[config.mk]
export PLATFORM = sky130hd
export DESIGN_NAME = generation_sequencer
export DESIGN_NICKNAME = d
export VERILOG_FILES = /design/src/rtl/generation_sequencer.sv
export SDC_FILE = /design/constraint.sdc
export NUM_CORES = 1
export LEC_CHECK = 0
export CAP_MARGIN = 10
export CORE_AREA = 2 2 68 70
export DETAILED_ROUTE_END_ITERATION = 8
export DIE_AREA = 0 0 70 72
export GPL_ROUTABILITY_DRIVEN = 0
export PLACE_DENSITY = 0.62
export SLEW_MARGIN = 5
export SYNTH_ARGS = -nofsm -noshare
export SYNTH_HDL_FRONTEND = slang
export SYNTH_SLANG_ARGS = --single-unit
[constraint.sdc]
create_clock -name clk -period 3.01 [get_ports clk]
set_input_delay 0.301 -clock clk [delete_from_list [all_inputs] [get_ports clk]]
set_output_delay 0.301 -clock clk [all_outputs]
set_load 0.02 [all_outputs]
[src/rtl/generation_sequencer.sv]
// Walks every tile through read -> load -> run -> write-back for one Life
// generation, and fills all tiles with the preset pattern on request.
module generation_sequencer #(
  parameter int NUM_TILES = 4,
  parameter int POS_W     = 2,
  parameter int MEM_LAT   = 1,
  parameter int GEN_W     = 16
) (
  input  logic             clk,
  input  logic             reset,
  input  logic             step_req,
  input  logic             preset_req,
  input  logic             enb,
  output logic [POS_W-1:0] pos,
  output logic             write_array,
  output logic             run,
  output logic             write_mem,
  output logic             wdata_sel,
  output logic             busy,
  output logic             gen_done,
  output logic [GEN_W-1:0] gen_count,
  output logic             overrun
);

  typedef enum logic [2:0] {
    IDLE,
    RD_WAIT,
    LOAD,
    STEP,
    SETTLE,
    STORE,
    PRESET,
    DONE
  } state_t;

  localparam logic [POS_W-1:0] LAST_POS = POS_W'(NUM_TILES - 1);
  localparam logic [2:0]       LAT_LAST = 3'(MEM_LAT - 1);

  state_t     state;
  logic [2:0] wait_cnt;
  logic       pending;
  logic       step_ok;

  assign step_ok = step_req & enb;

  // Pulse outputs are set on entry to the state they belong to, so each one
  // is high exactly during that state's cycle.
  always_ff @(posedge clk) begin
    if (reset) begin
      state       <= IDLE;
      pos         <= '0;
      wait_cnt    <= '0;
      pending     <= 1'b0;
      write_array <= 1'b0;
      run         <= 1'b0;
      write_mem   <= 1'b0;
      wdata_sel   <= 1'b0;
      busy        <= 1'b0;
      gen_done    <= 1'b0;
      gen_count   <= '0;
      overrun     <= 1'b0;
    end else begin
      write_array <= 1'b0;
      run         <= 1'b0;
      write_mem   <= 1'b0;
      gen_done    <= 1'b0;

      // One step request may queue behind the running sequence; more are lost.
      if (state != IDLE && step_ok) begin
        if (pending) overrun <= 1'b1;
        else         pending <= 1'b1;
      end

      case (state)
        IDLE: begin
          if (preset_req) begin
            state     <= PRESET;
            pos       <= '0;
            write_mem <= 1'b1;
            wdata_sel <= 1'b1;
            busy      <= 1'b1;
            if (step_ok) pending <= 1'b1;
          end else if (step_ok || pending) begin
            state    <= RD_WAIT;
            pos      <= '0;
            wait_cnt <= '0;
            busy     <= 1'b1;
            pending  <= 1'b0;
          end
        end
        RD_WAIT: begin
          if (wait_cnt == LAT_LAST) begin
            state       <= LOAD;
            write_array <= 1'b1;
          end else begin
            wait_cnt <= wait_cnt + 3'd1;
          end
        end
        LOAD: begin
          state <= STEP;
          run   <= 1'b1;
        end
        STEP: begin
          state <= SETTLE;
        end
        SETTLE: begin
          state     <= STORE;
          write_mem <= 1'b1;
          wdata_sel <= 1'b0;
        end
        STORE: begin
          if (pos == LAST_POS) begin
            state     <= DONE;
            gen_done  <= 1'b1;
            gen_count <= gen_count + GEN_W'(1);
            pos       <= '0;
          end else begin
            state    <= RD_WAIT;
            pos      <= pos + POS_W'(1);
            wait_cnt <= '0;
          end
        end
        PRESET: begin
          if (pos == LAST_POS) begin
            state     <= IDLE;
            busy      <= 1'b0;
            wdata_sel <= 1'b0;
            pos       <= '0;
          end else begin
            pos       <= pos + POS_W'(1);
            write_mem <= 1'b1;
          end
        end
        DONE: begin
          state <= IDLE;
          busy  <= 1'b0;
        end
        default: begin
          state <= IDLE;
          busy  <= 1'b0;
        end
      endcase
    end
  end

endmodule
==> out/summary.txt <==
status: completed
IO Count: 30
Die Wd: 70 µm
Final ANT Viol Nets: 0
clock-pin slew on the worst setup and hold paths: 0.06 ns
Crit. End Element: flip-flop
Detailed Place HPWL: 2.26 mm
Leakage Power: 0.718 nW
Routed WL: 3.19 mm
Root Buffer Master: clkbuf_8
synth top area cells: dfxtp_1 42%, nor2_1 4.2%, xnor2_1 3.4%
Hold Path Class: reg -> reg
largest net degree at the start of global routing: 23
Startpoint Class: flip-flop
Synth cell types: 46
worst setup path startpoint: pos[0]
Die Y: 72 µm
Max IR drop VDD: 0.000390 V
Rel. slew slack: 61.6%
RSZ-0062 raised after global routing: false
Worst-Margin Slew: 0.571 ns
Clock Latency Late Sink: 0.28 ns
final worst path period need: 2.03 ns
layout cells sized above 1: 5.85%
Post-CTS Resized: 0
Worst Skew: 0.00308 ns
core area: 0.00426 mm²
register area share after synthesis: 41.8%
first-pass GRT wire length: 5.45 mm
Primary FF master, synth: dfxtp_1
critical path peak fanout: 10
port buffer count: 29
postcts setup bufs: 0
Hold Vio Cnt, Final: 0
setup_tns: 0 ns
fin. max-slew vios: 0
Syn Nets: 184
Cell Area, Synth: 0.00153 mm²
Final Util: 46.0%
FF-to-FF Start: pos[0]
Total GRT Usage: 13.6%
clock sink count: 32
synthesized instance count: 175
htree depth: 2
drt drc: 0
Total Die Area: 0.00504 mm²
EDFF count, synth: 0
CTS Hold Bufs: 0
Rows: 24
antenna violations before repair: 0
Power Density: 604 mW/mm²
Max-Cap Viols: 0
critical path data arrival time: 2.25 ns
Detailed Route Iter0 Violations: 65
vias per cell: 5.21
Mean Syn Cell Area: 8.77 µm²
drt wl/cell: 12.4 µm
Initial Util: 36.0%
Synth Warn #: 0
Synth Register Bits: 32
CTS tree: built
# setup viols final: 0
CP required: 3.23 ns
dominant cell type by area after synthesis: dfxtp_1
routed vias: 1338
1st-pass router iterations: 4
vias in the first global route: 1183
CTS Buffer Depth: 2
top cell type's share of synthesized area: 41.8%
critical path class: reg -> reg
# nets final: 213
cts bufs inserted: 5
Inserted Diodes: 0
gr ovfl total: 0
fmax: 0.494 GHz
hold path start: overrun
Final period util: 67.3%
area grow syn2layout: 27.9%
async set-or-reset flop fraction in the synthesized netlist: 0%
Yosys cell counts, types with 3 or more instances:
| master | count |
|---|---|
| o21ai_0 | 8 |
| nand2_1 | 9 |
| nand4_1 | 3 |
| nor4_1 | 5 |
| clkbuf_1 | 6 |
| or3_1 | 8 |
| nand3_1 | 5 |
| xor2_1 | 4 |
| nor2_1 | 17 |
| nand2b_1 | 6 |
| a21oi_1 | 10 |
| dfxtp_1 | 32 |
| nor3_1 | 7 |
| a211oi_1 | 3 |
| ha_1 | 4 |
| inv_1 | 6 |
| xnor2_1 | 6 |
where the power goes:
part | leakage [nW] | internal (mW) | total [mW] | switching, mW
registers | 0.260 | 0.464 | 0.499 | 0.0348
clock network | 0.0455 | 0.186 | 0.341 | 0.155
logic | 0.412 | 0.149 | 0.345 | 0.196
path summary, 6_finish.rpt:
path                         to  slack [ns]  cells after the start
setup reg to reg  gen_count[14]        0.98                      5
setup / recovery  gen_count[14]        0.98                      5
hold reg to reg         overrun        0.48                      2
hold / removal          overrun        0.48                      2
metal layers:
layer / up-vias / track usage, % / wire, µm
met3: 10 / 4.31 / 158
met4: 0 / 7.91 / 93
li1: 701 / - / -
met1: 598 / 17.4 / 1530
met5: - / 0 / 0
met2: 29 / 20.3 / 1410
registers in the layout, summed over array words and instances, names as in the netlist:
name and count:
run 1, gen_done 1, busy 1, gen_count 16
write_mem 1, write_array 1, state 3, wdata_sel 1
overrun 1, pending 1, pos 2, wait_cnt 3
placed cells by master, fill, tap and decap left out, drive strengths merged, types with 2 or more instances in the layout:
master / count
a211oi: 3
a21oi: 10
buf: 3
clkbuf: 8
clkdlybuf4s50: 29
dfxtp: 32
ha: 4
inv: 7
mux2i: 2
nand2: 9
nand2b: 6
nand3: 5
nand4: 3
nor2: 17
nor3: 7
nor4: 5
o211a: 2
o21a: 2
o21ai: 8
o31ai: 2
or3: 9
or4: 2
xnor2: 6
xor2: 4
worst max-delay path, stage by stage (launching register included):
cell,delay (ns)
dfxtp_1,0.37
ha_1,0.35
nand4b_4,0.20
or3_4,0.43
or4_1,0.47
a21oi_1,0.14
stage by stage:
| stage | setup WS, ns | instances | hold slack [ns] | area [µm²] | total power [mW] |
|---|---|---|---|---|---|
| 2_1_floorplan | 1.00 | 175 | 0.463 | 1530 | 0.749 |
| 3_3_place_gp | 1.05 | 249 | 0.467 | 1870 | 0.853 |
| 3_5_place_dp | 1.03 | 249 | 0.476 | 1870 | 0.851 |
| 4_1_cts | 0.989 | 257 | 0.491 | 1960 | 1.19 |
| 5_1_grt | 0.875 | 257 | 0.519 | 1960 | 1.26 |
| 6_report | 0.985 | 257 | 0.479 | 1960 | 1.19 |
layout make-up:
type | count | area (µm²)
inverter | 7 | 26.3
sequential | 32 | 641
multi-input combinational | 126 | 827
timing repair buffer | 32 | 313
clock buffer | 8 | 90.1
fill | 431 | 2300
tap | 52 | 65.1
kinds of logic after synthesis:
| family | Yosys count | share of synthesized area [%] |
|---|---|---|
| fa+ha+maj | 4 | 3.26 |
| simple gates | 71 | 26.1 |
| buf+inv | 17 | 4.32 |
| flops | 32 | 41.8 |
| mux | 2 | 1.31 |
| xor+xnor | 10 | 5.71 |
| compound gates | 39 | 17.5 |
Note: power is estimated with default switching activity, not from simulation.
